==> src/rtl/evm_core_param.sv <==
// Parametrised EVM voting core: per-voter lockout, entry timeout, saturating tallies, winner/tie scan.
// Vote_ack follows the button edge by 2 cycles; result_valid rises NUM_CAND cycles after entering SCAN.
module evm_core_param #(
  parameter int NUM_CAND    = 4,
  parameter int UID_W       = 6,
  parameter int CNT_W       = 8,
  parameter int TIMEOUT_CYC = 1000,
  localparam int SEL_W      = $clog2(NUM_CAND)
) (
  input  logic                clock,
  input  logic                reset,
  input  logic                mode,
  input  logic [UID_W-1:0]    uid,
  input  logic                enter,
  input  logic [NUM_CAND-1:0] cand_btn,
  input  logic [SEL_W-1:0]    res_sel,
  output logic                busy,
  output logic                vote_ack,
  output logic                reject,
  output logic                timeout,
  output logic [CNT_W-1:0]    sel_count,
  output logic [CNT_W-1:0]    total_votes,
  output logic [SEL_W-1:0]    winner,
  output logic                tie,
  output logic                result_valid
);

  localparam int TMO_W = $clog2(TIMEOUT_CYC);
  localparam logic [TMO_W-1:0] TMO_LAST = TMO_W'(TIMEOUT_CYC - 1);
  localparam logic [SEL_W-1:0] LAST_IDX = SEL_W'(NUM_CAND - 1);
  localparam logic [SEL_W:0]   NC_EXT   = (SEL_W + 1)'(NUM_CAND);

  typedef enum logic [2:0] {S_IDLE, S_WAIT, S_COMMIT, S_SCAN, S_SHOW} state_t;
  typedef logic [CNT_W-1:0] cnt_t;

  state_t               state_q, state_d;
  logic                 enter_prev_q, enter_prev_d;
  logic [NUM_CAND-1:0]  btn_prev_q, btn_prev_d;
  logic [UID_W-1:0]     uid_lat_q, uid_lat_d;
  logic [SEL_W-1:0]     cand_lat_q, cand_lat_d;
  logic [TMO_W-1:0]     tmo_cnt_q, tmo_cnt_d;
  cnt_t                 tally_q [NUM_CAND];
  cnt_t                 tally_d [NUM_CAND];
  cnt_t                 total_q, total_d;
  logic [2**UID_W-1:0]  voted_q, voted_d;
  logic [SEL_W-1:0]     scan_idx_q, scan_idx_d;
  cnt_t                 max_q, max_d;
  logic [SEL_W-1:0]     winner_q, winner_d;
  logic                 tie_q, tie_d;
  logic                 result_valid_q, result_valid_d;
  logic                 busy_q, busy_d;
  logic                 vote_ack_q, vote_ack_d;
  logic                 reject_q, reject_d;
  logic                 timeout_q, timeout_d;
  cnt_t                 sel_count_q, sel_count_d;

  logic                 enter_rise;
  logic [NUM_CAND-1:0]  btn_rise;
  logic [4:0]           n_rise;
  logic [SEL_W-1:0]     rise_idx;
  cnt_t                 scan_val;

  always_comb begin
    enter_rise = enter & ~enter_prev_q;
    btn_rise   = cand_btn & ~btn_prev_q;
    n_rise     = '0;
    rise_idx   = '0;
    // Descending walk leaves the lowest pressed index in rise_idx
    for (int i = NUM_CAND - 1; i >= 0; i--) begin
      if (btn_rise[i]) begin
        n_rise   = n_rise + 5'd1;
        rise_idx = SEL_W'(i);
      end
    end
    scan_val = tally_q[scan_idx_q];
  end

  always_comb begin
    state_d        = state_q;
    enter_prev_d   = enter;
    btn_prev_d     = cand_btn;
    uid_lat_d      = uid_lat_q;
    cand_lat_d     = cand_lat_q;
    tmo_cnt_d      = tmo_cnt_q;
    tally_d        = tally_q;
    total_d        = total_q;
    voted_d        = voted_q;
    scan_idx_d     = scan_idx_q;
    max_d          = max_q;
    winner_d       = winner_q;
    tie_d          = tie_q;
    result_valid_d = result_valid_q;
    vote_ack_d     = 1'b0;
    reject_d       = 1'b0;
    timeout_d      = 1'b0;

    case (state_q)
      S_IDLE: begin
        if (mode) begin
          state_d        = S_SCAN;
          scan_idx_d     = '0;
          result_valid_d = 1'b0;
        end else if (enter_rise) begin
          if (voted_q[uid]) begin
            reject_d = 1'b1;
          end else begin
            uid_lat_d = uid;
            tmo_cnt_d = '0;
            state_d   = S_WAIT;
          end
        end
      end
      S_WAIT: begin
        if (mode) begin
          state_d        = S_SCAN;
          scan_idx_d     = '0;
          result_valid_d = 1'b0;
        end else if (n_rise == 5'd1) begin
          cand_lat_d = rise_idx;
          state_d    = S_COMMIT;
        end else if (n_rise > 5'd1) begin
          reject_d = 1'b1;
          state_d  = S_IDLE;
        end else if (tmo_cnt_q == TMO_LAST) begin
          timeout_d = 1'b1;
          state_d   = S_IDLE;
        end else begin
          tmo_cnt_d = tmo_cnt_q + 1'b1;
        end
      end
      S_COMMIT: begin
        if (tally_q[cand_lat_q] != '1) tally_d[cand_lat_q] = tally_q[cand_lat_q] + 1'b1;
        if (total_q != '1) total_d = total_q + 1'b1;
        voted_d[uid_lat_q] = 1'b1;
        vote_ack_d         = 1'b1;
        state_d            = S_IDLE;
      end
      S_SCAN: begin
        if (!mode) begin
          state_d        = S_IDLE;
          result_valid_d = 1'b0;
        end else begin
          // Index 0 seeds the running max; later equal tallies only raise tie
          if (scan_idx_q == '0 || scan_val > max_q) begin
            max_d    = scan_val;
            winner_d = scan_idx_q;
            tie_d    = 1'b0;
          end else if (scan_val == max_q) begin
            tie_d = 1'b1;
          end
          if (scan_idx_q == LAST_IDX) begin
            state_d        = S_SHOW;
            result_valid_d = 1'b1;
          end else begin
            scan_idx_d = scan_idx_q + 1'b1;
          end
        end
      end
      S_SHOW: begin
        if (!mode) begin
          state_d        = S_IDLE;
          result_valid_d = 1'b0;
        end
      end
      default: state_d = S_IDLE;
    endcase

    busy_d      = (state_d == S_WAIT) || (state_d == S_COMMIT) || (state_d == S_SCAN);
    sel_count_d = '0;
    if (state_q == S_SHOW && mode && ({1'b0, res_sel} < NC_EXT)) sel_count_d = tally_q[res_sel];
  end

  always_ff @(posedge clock or posedge reset) begin
    if (reset) begin
      state_q        <= S_IDLE;
      enter_prev_q   <= 1'b0;
      btn_prev_q     <= '0;
      uid_lat_q      <= '0;
      cand_lat_q     <= '0;
      tmo_cnt_q      <= '0;
      for (int i = 0; i < NUM_CAND; i++) tally_q[i] <= '0;
      total_q        <= '0;
      voted_q        <= '0;
      scan_idx_q     <= '0;
      max_q          <= '0;
      winner_q       <= '0;
      tie_q          <= 1'b0;
      result_valid_q <= 1'b0;
      busy_q         <= 1'b0;
      vote_ack_q     <= 1'b0;
      reject_q       <= 1'b0;
      timeout_q      <= 1'b0;
      sel_count_q    <= '0;
    end else begin
      state_q        <= state_d;
      enter_prev_q   <= enter_prev_d;
      btn_prev_q     <= btn_prev_d;
      uid_lat_q      <= uid_lat_d;
      cand_lat_q     <= cand_lat_d;
      tmo_cnt_q      <= tmo_cnt_d;
      tally_q        <= tally_d;
      total_q        <= total_d;
      voted_q        <= voted_d;
      scan_idx_q     <= scan_idx_d;
      max_q          <= max_d;
      winner_q       <= winner_d;
      tie_q          <= tie_d;
      result_valid_q <= result_valid_d;
      busy_q         <= busy_d;
      vote_ack_q     <= vote_ack_d;
      reject_q       <= reject_d;
      timeout_q      <= timeout_d;
      sel_count_q    <= sel_count_d;
    end
  end

  assign busy         = busy_q;
  assign vote_ack     = vote_ack_q;
  assign reject       = reject_q;
  assign timeout      = timeout_q;
  assign sel_count    = sel_count_q;
  assign total_votes  = total_q;
  assign winner       = winner_q;
  assign tie          = tie_q;
  assign result_valid = result_valid_q;

endmodule

==> config.mk <==
export PLATFORM = sky130hd
export DESIGN_NAME = evm_core_param
export DESIGN_NICKNAME = d
export VERILOG_FILES = /design/src/rtl/evm_core_param.sv
export SDC_FILE = /design/constraint.sdc
export NUM_CORES = 1
export LEC_CHECK = 0
export CAP_MARGIN = 20
export CORE_ASPECT_RATIO = 0.6
export CORE_UTILIZATION = 55
export CTS_BUF_LIST = sky130_fd_sc_hd__clkbuf_8
export DETAILED_ROUTE_END_ITERATION = 16
export PLACE_DENSITY = 0.72
export SLEW_MARGIN = 20
export SYNTH_ARGS = -nofsm -noshare
export SYNTH_HDL_FRONTEND = slang
export SYNTH_SLANG_ARGS = --single-unit
==> constraint.sdc <==
create_clock -name clock -period 6.8 [get_ports clock]
set_input_delay 2.04 -clock clock [delete_from_list [all_inputs] [get_ports clock]]
set_output_delay 2.04 -clock clock [all_outputs]
set_load 0.005 [all_outputs]
==> results.cfg, run 1 <==
[run_status]
outcome = complete, no violations

[synth]
postSynthCellCount = 607
synth-seq-cells = 156
distinct_cell_type_count_after_synthesis = 54
synth_warnings = 0
synth_area_leader_cell = sky130_fd_sc_hd__dfrtp_1
ys_dominant_reg_cell = sky130_fd_sc_hd__dfrtp_1
post-synth-top-area-fraction_pct = 50.3
synth_enable_flop_cells = 0
synth_seq_area_share_pct = 50.3
netlist_area_mm2 = 0.00776
largest_cells_by_area_after_synthesis = sky130_fd_sc_hd__dfrtp_1, sky130_fd_sc_hd__mux4_2, sky130_fd_sc_hd__mux2_2
async_reset_ff_share_pct = 100
syn_nets = 641
post_synth.cell_area_avg_um2 = 12.8

[grt]
initial_antenna_violation_count = 0
grt_overflow = 0
largest_net_degree_at_the_start_of_global_routing = 73
global_route_wire_length_before_repair_um = 28300
globalRouteTotalUtil_pct = 26.1
grt_pass1_vias = 5236

[worst_setup_path]
path_class = primary input to flip-flop
cp-start-kind = primary input
cp.required_ps = 7130
worstReg2RegStart = cand_lat_q[0]
timing.critical_path.arrival_ps = 5060
timing.critical_path.fanout_max = 7
startpoint = cand_btn[3]
endpoint_kind = flip-flop

[sta]
finalSetupViolations = 0
tightest_slew_ps = 1000
report.final.slew_viol_count = 0
period_minus_slack_ps = 4740
setup_total_negative_slack_ps = 0
grt_setup_unrepaired = no
slew_headroom_pct = 32.8
timing.clock.skew_ps = 17.8
timing_hold_violations_final = 0
max_freq_ghz = 0.211
final.period_utilization_pct = 69.7

[detailed_routing]
drt_wl_total_um = 17100
drtAntennaViolNets = 0
dr_total_vias = 5087
drt_drc_violations_left = 0
drt-vias-per-instance = 6.01
detail_route.iter0.violations = 366
dr.pass1.iters = 6
routedWlPerCell_um = 20.1

[hold_path]
holdCritStartpoint = voted_q[38]
holdCritPathClass = flip-flop to flip-flop

[die]
chipWidth_um = 155
placementRows = 33
top_level_ports = 40
dieArea_mm2 = 0.0146
dieHeight_um = 94.0
core_region_area_mm2 = 0.0137
initial_core_util_pct = 56.6

[clock_network]
htree_num_levels = 4
clock_insertion_delay_worst_skew_ps = 460
post_cts_setup_buffers = 0
cts_hold_repair.buffers = 0
clk_transition_reported_paths_ps = 90
clock_tree.root_cell = sky130_fd_sc_hd__clkbuf_8
cts_resized = 0
numCtsBuffers = 17
tritoncts_clock_tree = yes
buffers_from_clock_root_to_sink_at_most = 2
cts_num_sinks = 156

[placement]
place.port_buffers = 39
globalplace.congestion = 0.844
dp.final_hpwl_um = 12200

[job]
max_cap_violations = 0

[pwr]
peak_vdd_ir_mv = 0.162
leakagePower_nw = 3.83
total_power_mw = 3.05
power_density_mw_per_mm2 = 351

[layout]
design.final.nets = 676
layout-drive-gt1-share_pct = 20.0
insertedDiodeCount = 0
area_growth_pct = 11.7
## per-stage QoR
step,util (%),hold WS (ps),area (um^2),std cells,setup slack [ps]
global route,63.3,483,8670,847,1770
detailed placement,60.4,443,8280,815,1600
CTS,63.2,466,8660,847,2080
floorplan,-,423,7760,607,553
global placement,60.4,437,8280,815,1690
finish,63.3,465,8670,847,2060
## worst max-delay path: stages
cell and delay [ps]:
sky130_fd_sc_hd__clkdlybuf4s50_1 490, sky130_fd_sc_hd__nor2b_1 240, sky130_fd_sc_hd__ha_1 320, sky130_fd_sc_hd__xnor2_1 450, sky130_fd_sc_hd__ha_1 330, sky130_fd_sc_hd__nor2_1 140
sky130_fd_sc_hd__nand3_1 220, sky130_fd_sc_hd__a2111oi_0 580, sky130_fd_sc_hd__xnor2_1 190, sky130_fd_sc_hd__a21oi_1 60
## Yosys cell counts, types with 2 or more instances
master	n
sky130_fd_sc_hd__nand2_1	32
sky130_fd_sc_hd__ha_1	18
sky130_fd_sc_hd__nand3_1	13
sky130_fd_sc_hd__mux2i_1	6
sky130_fd_sc_hd__xor2_1	6
sky130_fd_sc_hd__nor4_1	3
sky130_fd_sc_hd__and4_1	2
sky130_fd_sc_hd__mux2_4	5
sky130_fd_sc_hd__a21oi_1	11
sky130_fd_sc_hd__o2111ai_2	2
sky130_fd_sc_hd__xnor2_1	16
sky130_fd_sc_hd__and2_1	2
sky130_fd_sc_hd__nor3b_1	4
sky130_fd_sc_hd__o21a_1	7
sky130_fd_sc_hd__nor2_1	26
sky130_fd_sc_hd__o21bai_1	49
sky130_fd_sc_hd__a2111oi_0	2
sky130_fd_sc_hd__nor2b_1	14
sky130_fd_sc_hd__a211oi_1	3
sky130_fd_sc_hd__nand4_1	13
sky130_fd_sc_hd__buf_4	2
sky130_fd_sc_hd__a21o_1	20
sky130_fd_sc_hd__dfrtp_1	156
sky130_fd_sc_hd__nor3_1	12
sky130_fd_sc_hd__clkbuf_1	16
sky130_fd_sc_hd__a41o_1	2
sky130_fd_sc_hd__o31ai_1	2
sky130_fd_sc_hd__mux4_2	39
sky130_fd_sc_hd__and3_1	4
sky130_fd_sc_hd__a31oi_1	2
sky130_fd_sc_hd__o21ai_0	15
sky130_fd_sc_hd__inv_1	24
sky130_fd_sc_hd__nand2b_1	6
sky130_fd_sc_hd__buf_2	4
sky130_fd_sc_hd__buf_6	3
sky130_fd_sc_hd__mux2_2	41
sky130_fd_sc_hd__mux4_1	2
sky130_fd_sc_hd__nand3b_1	6
sky130_fd_sc_hd__nor4_4	2
## report_power, final
part           switching, mW  leakage, nW  internal (mW)
clock network          0.373        0.186          0.295
registers              0.260         2.07           1.16
logic                  0.465         1.57          0.495
total                   1.10         3.83           1.95
## registers in the layout, indices dropped and copies added (netlist names)
signal	flops
voted_q	64
tally_q	32
tmo_cnt_q	10
max_q	8
sel_count	8
total_votes	8
uid_lat_q	6
btn_prev_q	4
state_q	3
cand_lat_q	2
scan_idx_q	2
winner	2
busy	1
enter_prev_q	1
reject	1
result_valid	1
tie	1
timeout	1
vote_ack	1
## cells in the final DEF (no fill, tap or decap), types with 7 or more instances in the layout
| cell | Yosys | layout |
|---|---|---|
| sky130_fd_sc_hd__o21a_1 | 7 | 7 |
| sky130_fd_sc_hd__nor2_1 | 26 | 26 |
| sky130_fd_sc_hd__o21ai_0 | 15 | 15 |
| sky130_fd_sc_hd__mux4_2 | 39 | 39 |
| sky130_fd_sc_hd__o21bai_1 | 49 | 49 |
| sky130_fd_sc_hd__nand2_1 | 32 | 32 |
| sky130_fd_sc_hd__nand3_1 | 13 | 13 |
| sky130_fd_sc_hd__dfrtp_1 | 156 | 156 |
| sky130_fd_sc_hd__nor2b_1 | 14 | 14 |
| sky130_fd_sc_hd__clkdlybuf4s50_1 | 0 | 39 |
| sky130_fd_sc_hd__mux2_2 | 41 | 41 |
| sky130_fd_sc_hd__ha_1 | 18 | 18 |
| sky130_fd_sc_hd__inv_1 | 24 | 24 |
| sky130_fd_sc_hd__a21oi_1 | 11 | 11 |
| sky130_fd_sc_hd__xnor2_1 | 16 | 16 |
| sky130_fd_sc_hd__nor3_1 | 12 | 12 |
| sky130_fd_sc_hd__clkbuf_8 | 0 | 17 |
| sky130_fd_sc_hd__a21o_1 | 20 | 20 |
| sky130_fd_sc_hd__nand4_1 | 13 | 13 |
## layout make-up
class | count | area [um^2]
sequential | 156 | 3900
fill | 1050 | 5040
inverter | 25 | 98.8
clock buffer | 17 | 234
tap | 192 | 240
clock inverter | 15 | 143
timing repair buffer | 41 | 405
multi-input combinational | 401 | 3650
## final timing paths
path | end | slack (ps) | depth (start not counted)
worst max-delay path | tmo_cnt_q[9] | 2060 | 10
worst min-delay path | voted_q[38] | 460 | 1
worst max register to register | tally_q[29] | 3490 | 6
worst min register to register | voted_q[38] | 460 | 1
max in group asynchronous | uid_lat_q[5] | 3640 | 3
min in group asynchronous | total_votes[5] | 2040 | 2
## routing by layer
layer | global-route usage (%) | wire length, um | part of all wire, % | vias up
li1 | - | - | - | 2314
met1 | 40.9 | 8540 | 50 | 2593
met2 | 34.7 | 7090 | 42 | 167
met3 | 7.56 | 1290 | 7.5 | 13
met4 | 7.43 | 140 | 0.82 | 0
met5 | 0 | 0 | 0 | -
## cell families after synthesis
| group | Yosys count | share of synthesized area, % |
|---|---|---|
| mux | 93 | 19.7 |
| flops | 156 | 50.3 |
| xor+xnor | 22 | 2.48 |
| simple gates | 144 | 10.1 |
| compound gates | 124 | 11.7 |
| fa+ha+maj | 18 | 2.90 |
| buf+inv | 50 | 2.87 |
Power figures use the tool's default switching activity.
==> run 2, diff against run 1 <==
==> constraint.sdc (replaced) <==
create_clock -name clock -period 4.36 [get_ports clock]
set_input_delay 1.308 -clock clock [delete_from_list [all_inputs] [get_ports clock]]
set_output_delay 1.308 -clock clock [all_outputs]
set_load 0.005 [all_outputs]
==> results.cfg, run 2 (same netlist as run 1, synthesis figures left out) <==
[run_status]
outcome = complete, no violations

[layout]
layout_common_cells = sky130_fd_sc_hd__dfrtp_1, sky130_fd_sc_hd__o21bai_1, sky130_fd_sc_hd__mux2_2
top_register_by_number_of_flip_flops = voted_q
design.final.nets = 683
largest_register_ff_count = 64
reg_top3 = voted_q: 64 flops, tally_q: 32 flops, tmo_cnt_q: 10 flops
most_common_library_cell_in_the_layout_ignoring_fill_and_taps = sky130_fd_sc_hd__dfrtp_1
layout-drive-gt1-share_pct = 20.7
insertedDiodeCount = 0
design_area_mm2 = 0.00876
final_core_utilization_pct = 63.9
fin_cells = 854
area_growth_pct = 12.8

[detailed_routing]
dr_total_vias = 5141
drt_wl_total_um = 17100
detail_route.iter0.violations = 467
drt_drc_violations_left = 0
dr.pass1.iters = 5
drtAntennaViolNets = 0
drt-vias-per-instance = 6.02
routedWlPerCell_um = 20.1

[die]
top_level_ports = 40
placementRows = 33
dieHeight_um = 94.0
chipWidth_um = 155
core_region_area_mm2 = 0.0137
dieArea_mm2 = 0.0146
initial_core_util_pct = 56.6

[sta]
period_minus_slack_ps = 3770
finalSetupViolations = 0
slew_headroom_pct = 34.8
max_freq_ghz = 0.265
report.final.slew_viol_count = 0
final.period_utilization_pct = 86.5
timing_hold_violations_final = 0
setup_total_negative_slack_ps = 0
timing.clock.skew_ps = 14.5
tightest_slew_ps = 975
grt_setup_unrepaired = no

[clock_network]
tritoncts_clock_tree = yes
clock_insertion_delay_worst_skew_ps = 450
cts_resized = 0
cts_hold_repair.buffers = 0
cts_num_sinks = 156
post_cts_setup_buffers = 0
clock_tree.root_cell = sky130_fd_sc_hd__clkbuf_8
clk_transition_reported_paths_ps = 90
numCtsBuffers = 17
buffers_from_clock_root_to_sink_at_most = 2
htree_num_levels = 4

[worst_setup_path]
endpoint_kind = flip-flop
timing.critical_path.arrival_ps = 4120
timing.critical_path.fanout_max = 7
reg2reg_slack_ps = 1090
cp.required_ps = 4700
cp-start-kind = primary input
path_class = primary input to flip-flop

[grt]
global_route_wire_length_before_repair_um = 27300
largest_net_degree_at_the_start_of_global_routing = 157
initial_antenna_violation_count = 0
grt_pass1_vias = 5065
globalRouteTotalUtil_pct = 25.2
grt_overflow = 0

[placement]
placed_cell_area_mm2 = 0.00835
globalplace.congestion = 0.894
place.port_buffers = 39
dp.final_hpwl_um = 12000
placedCellCount = 822

[job]
max_cap_violations = 0

[pwr]
peak_vdd_ir_mv = 0.273
total_power_mw = 4.83
power_density_mw_per_mm2 = 551
leakagePower_nw = 3.88

[hold_path]
holdCritPathClass = flip-flop to flip-flop
run 2: cell type report:
cell class                 instances  area (um^2)
clock buffer                      18          248
timing repair buffer              48          470
tap                              192          240
multi-input combinational        401         3640
inverter                          25         97.6
fill                            1032         4950
clock inverter                    14          160
sequential                       156         3900
run 2: where the power goes:
group	switching, mW	internal (mW)	leakage [nW]
Sequential	0.396	1.80	2.07
Combinational	0.724	0.784	1.61
Clock	0.584	0.536	0.199
run 2: path summary, 6_finish.rpt:
check	from	endpoint	cells after the start
hold / removal	voted_q[7]	voted_q[7]	1
max in group asynchronous	reset	busy	3
hold reg to reg	voted_q[7]	voted_q[7]	1
min in group asynchronous	reset	total_votes[5]	3
setup / recovery	cand_btn[3]	tmo_cnt_q[8]	10
setup reg to reg	cand_lat_q[0]	tally_q[26]	6
run 2: through the flow:
stage	worst slack, ps	hold WS (ps)
after CTS	616	458
after global placement	285	435
final	588	457
after detailed placement	136	439
after global routing	353	474
after floorplan	741	423
run 2: critical path: stages:
cell                              delay (ps)
sky130_fd_sc_hd__clkdlybuf4s50_1         490
sky130_fd_sc_hd__nor2b_1                 250
sky130_fd_sc_hd__ha_1                    320
sky130_fd_sc_hd__xnor2_1                 240
sky130_fd_sc_hd__ha_1                    270
sky130_fd_sc_hd__nor2_1                  140
sky130_fd_sc_hd__nand3_1                 270
sky130_fd_sc_hd__a211oi_1                470
sky130_fd_sc_hd__a31oi_1                 160
sky130_fd_sc_hd__o21a_1                  200
run 2: per-layer routing:
metal | part of all wire [%] | vias to the layer above | wire length (um) | GRT usage (%)
met5 | 0 | - | 0 | 0
met4 | 0.74 | 0 | 127 | 5.88
met3 | 7.6 | 14 | 1310 | 6.41
met2 | 43 | 193 | 7350 | 35.2
met1 | 49 | 2597 | 8340 | 38.9
li1 | - | 2337 | - | -
==> run 3, diff against run 2 <==
--- a/config.mk
+++ b/config.mk
@@ -5,7 +5,8 @@
 export SDC_FILE = /design/constraint.sdc
 export NUM_CORES = 1
 export LEC_CHECK = 0
-export CAP_MARGIN = 20
+export ABC_AREA = 1
+export CAP_MARGIN = 10
 export CORE_ASPECT_RATIO = 0.6
 export CORE_UTILIZATION = 55
 export CTS_BUF_LIST = sky130_fd_sc_hd__clkbuf_8
==> results.cfg, run 3 <==
[grt]
gr-usage-met1_pct = 44.8
largest_net_degree_at_the_start_of_global_routing = 157
global_route_wire_length_before_repair_um = 31200
grt-busiest-layer = met1
globalRouteTotalUtil_pct = 28.2
grt_overflow = 0
initial_antenna_violation_count = 0
globalRouteMet3Util_pct = 7.10
groute.layer.met2.usage_pct = 36.1
grt_pass1_vias = 5935

[synth]
largest_cells_by_area_after_synthesis = sky130_fd_sc_hd__dfrtp_1, sky130_fd_sc_hd__nand2_1, sky130_fd_sc_hd__o21bai_1
yosysMostFrequentCell = sky130_fd_sc_hd__nand2_1
postSynthCellCount = 932
post_synth.cell_area_avg_um2 = 8.36
distinct_cell_type_count_after_synthesis = 40
synth_warnings = 0
synth_area_leader_cell = sky130_fd_sc_hd__dfrtp_1
async_reset_ff_share_pct = 100
ys_dominant_reg_cell = sky130_fd_sc_hd__dfrtp_1
synth-seq-cells = 156
netlist_area_mm2 = 0.00779
post-synth-top-area-fraction_pct = 50.1
synth_seq_area_share_pct = 50.1
synth_enable_flop_cells = 0
syn_nets = 966
yosys-top-cells-count = sky130_fd_sc_hd__nand2_1, sky130_fd_sc_hd__dfrtp_1, sky130_fd_sc_hd__nand3_1

[sta]
timing_hold_violations_final = 0
finalSetupViolations = 0
setup_total_negative_slack_ps = 0
final.period_utilization_pct = 81.7
slew_headroom_pct = 42.4
timing.final.ws_setup_ps = 800
timing.clock.skew_ps = 18.6
tightest_slew_ps = 864
timing.hold.ws_ps = 479
report.final.slew_viol_count = 0
period_minus_slack_ps = 3560
grt_setup_unrepaired = no
max_freq_ghz = 0.281

[die]
chipWidth_um = 156
dieArea_mm2 = 0.0147
dieHeight_um = 94.2
top_level_ports = 40
initial_core_util_pct = 56.7
core_region_area_mm2 = 0.0137
placementRows = 33

[layout]
layout_common_cells = sky130_fd_sc_hd__nand2_1, sky130_fd_sc_hd__dfrtp_1, sky130_fd_sc_hd__nand3_1
design_area_mm2 = 0.00876
most_common_library_cell_in_the_layout_ignoring_fill_and_taps = sky130_fd_sc_hd__nand2_1
largest_register_ff_count = 64
area_growth_pct = 12.4
fillCellCount = 1188
design.final.nets = 1003
combined_flip_flop_and_latch_cell_area_mm2 = 0.00390
multiInputGateArea_mm2 = 0.00343
layout-drive-gt1-share_pct = 6.82
reg_top3 = voted_q: 64 flops, tally_q: 32 flops, tmo_cnt_q: 10 flops
insertedDiodeCount = 0
top_register_by_number_of_flip_flops = voted_q

[clock_network]
clock_tree.root_cell = sky130_fd_sc_hd__clkbuf_8
clk_transition_reported_paths_ps = 90
cts_hold_repair.buffers = 0
clock_insertion_delay_worst_skew_ps = 450
buffers_from_clock_root_to_sink_at_most = 2
numCtsBuffers = 17
tritoncts_clock_tree = yes
cts_num_sinks = 156
post_cts_setup_buffers = 0
htree_num_levels = 4
cts_resized = 0

[pwr]
clock_power_share_pct = 22.1
switchingPower_mw = 2.05
seq_power_share_pct = 42.9
share_comb_of_total_power_pct = 35.0
peak_vdd_ir_mv = 0.287
switching_share_pct = 40.3
power_density_mw_per_mm2 = 582
leakagePower_nw = 4.11
power.internal_mw = 3.05

[detailed_routing]
dr_total_vias = 6539
routedWlPerCell_um = 16.1
drt-vias-per-instance = 5.57
drtAntennaViolNets = 0
dr.pass1.iters = 6
drt_drc_violations_left = 0
detail_route.iter0.violations = 686
drt_wl_total_um = 18900

[hold_path]
holdCritPathClass = flip-flop to flip-flop
holdPathStages = 1
worst_hold_path.endpoint = voted_q[53]
holdCritStartpoint = voted_q[53]

[worst_setup_path]
depth_of_the_most_critical_reg_to_reg_path = 13
cp.required_ps = 4740
worstReg2RegEnd = max_q[1]
worstSetupPathDepth = 16
timing.critical_path.arrival_ps = 3940
worstReg2RegStart = scan_idx_q[0]
timing.critical_path.fanout_max = 10
worstPathCellList = clkdlybuf4s50_1 > inv_1 > nor2_1 > inv_1 > ha_1 > or2_2 > nand2_1 > inv_1 > ha_1 > mux2i_1 > nand2_1 > inv_1 > nand4_1 > nand2_1 > nand2_1 > nand2_1
critical-path-slowest-cell = sky130_fd_sc_hd__clkdlybuf4s50_1
critical-path-max-stage-delay_ps = 470
endpoint_kind = flip-flop
cp-start-kind = primary input
path_class = primary input to flip-flop
crit_path_frequent_cell = sky130_fd_sc_hd__nand2_1
reg2reg_slack_ps = 840
critPathTopFamily = simple AND/OR/NAND/NOR gates
path_buf_inv = 5

[placement]
dp.final_hpwl_um = 12800
place_worst_setup_slack_ps = 331
place.port_buffers = 39
placed_cell_area_mm2 = 0.00835
globalplace.congestion = 0.916

[job]
max_cap_violations = 0

[run_status]
outcome = complete, no violations
run 3: cell count changes after synthesis, moves of 28 or more:
cell | previous run | this run
sky130_fd_sc_hd__mux2_2 | 41 | 0
sky130_fd_sc_hd__nor2_1 | 26 | 60
sky130_fd_sc_hd__nand3_1 | 13 | 87
sky130_fd_sc_hd__o21ai_1 | 1 | 29
sky130_fd_sc_hd__inv_1 | 24 | 71
sky130_fd_sc_hd__nand2_1 | 32 | 258
sky130_fd_sc_hd__mux4_2 | 39 | 0
run 3: layer usage:
metal  part of all wire [%]  routed length, um  vias to the layer above
met1                     51               9560                     3066
met5                      0                  0                        -
met2                     38               7260                      287
met4                    1.1                211                        0
li1                       -                  -                     3161
met3                     10               1890                       25
run 3: final cells by class:
cell class / instances / share of cell area (%)
clock inverters: 14 / 1.81
flip-flops and latches: 156 / 44.6
well taps: 192 / 2.74
multi-input cells: 664 / 39.2
repair buffers: 46 / 5.20
clock buffers: 18 / 2.83
inverters: 84 / 3.64
run 3: how the worst max path moves through the flow:
| stage | from | to | slack, ps |
|---|---|---|---|
| after floorplan | cand_btn[2] | tmo_cnt_q[0] | 1020 |
| after global placement | cand_btn[2] | tmo_cnt_q[8] | 450 |
| after detailed placement | cand_btn[2] | tmo_cnt_q[6] | 330 |
| after CTS | cand_btn[2] | tmo_cnt_q[6] | 790 |
| after global routing | scan_idx_q[0] | max_q[1] | 440 |
| final | cand_btn[2] | tmo_cnt_q[2] | 800 |
run 3: cells by family (layout without fill, tap and decap cells):
family,count (synthesis),after routing,synth area share (%)
XOR/XNOR,19,19,2.14
adder cells (fa/ha/maj),18,18,2.89
buffers and inverters,112,162,5.83
flip-flops,156,156,50.1
AND/OR/NAND/NOR,439,439,24.2
AO/OA/AOI/OAI,187,187,14.7
multiplexers,1,1,0.128
run 3: power by group through the flow:
| stage | Clock (mW) | Combinational, mW | Sequential (mW) |
|---|---|---|---|
| 4_1_cts | 1.14 | 1.76 | 2.18 |
| 5_1_grt | 1.20 | 2.01 | 2.24 |
| 3_3_place_gp | 0 | 1.71 | 2.20 |
| 6_report | 1.13 | 1.78 | 2.19 |
| 2_1_floorplan | 0 | 1.29 | 2.11 |
| 3_5_place_dp | 0 | 1.76 | 2.19 |
run 3: through the flow:
stage,total power [mW],utilization (%),cells
floorplan,3.39,-,932
global placement,3.91,60.7,1142
detailed placement,3.95,60.7,1142
CTS,5.08,63.7,1174
global route,5.45,63.7,1174
finish,5.10,63.7,1174
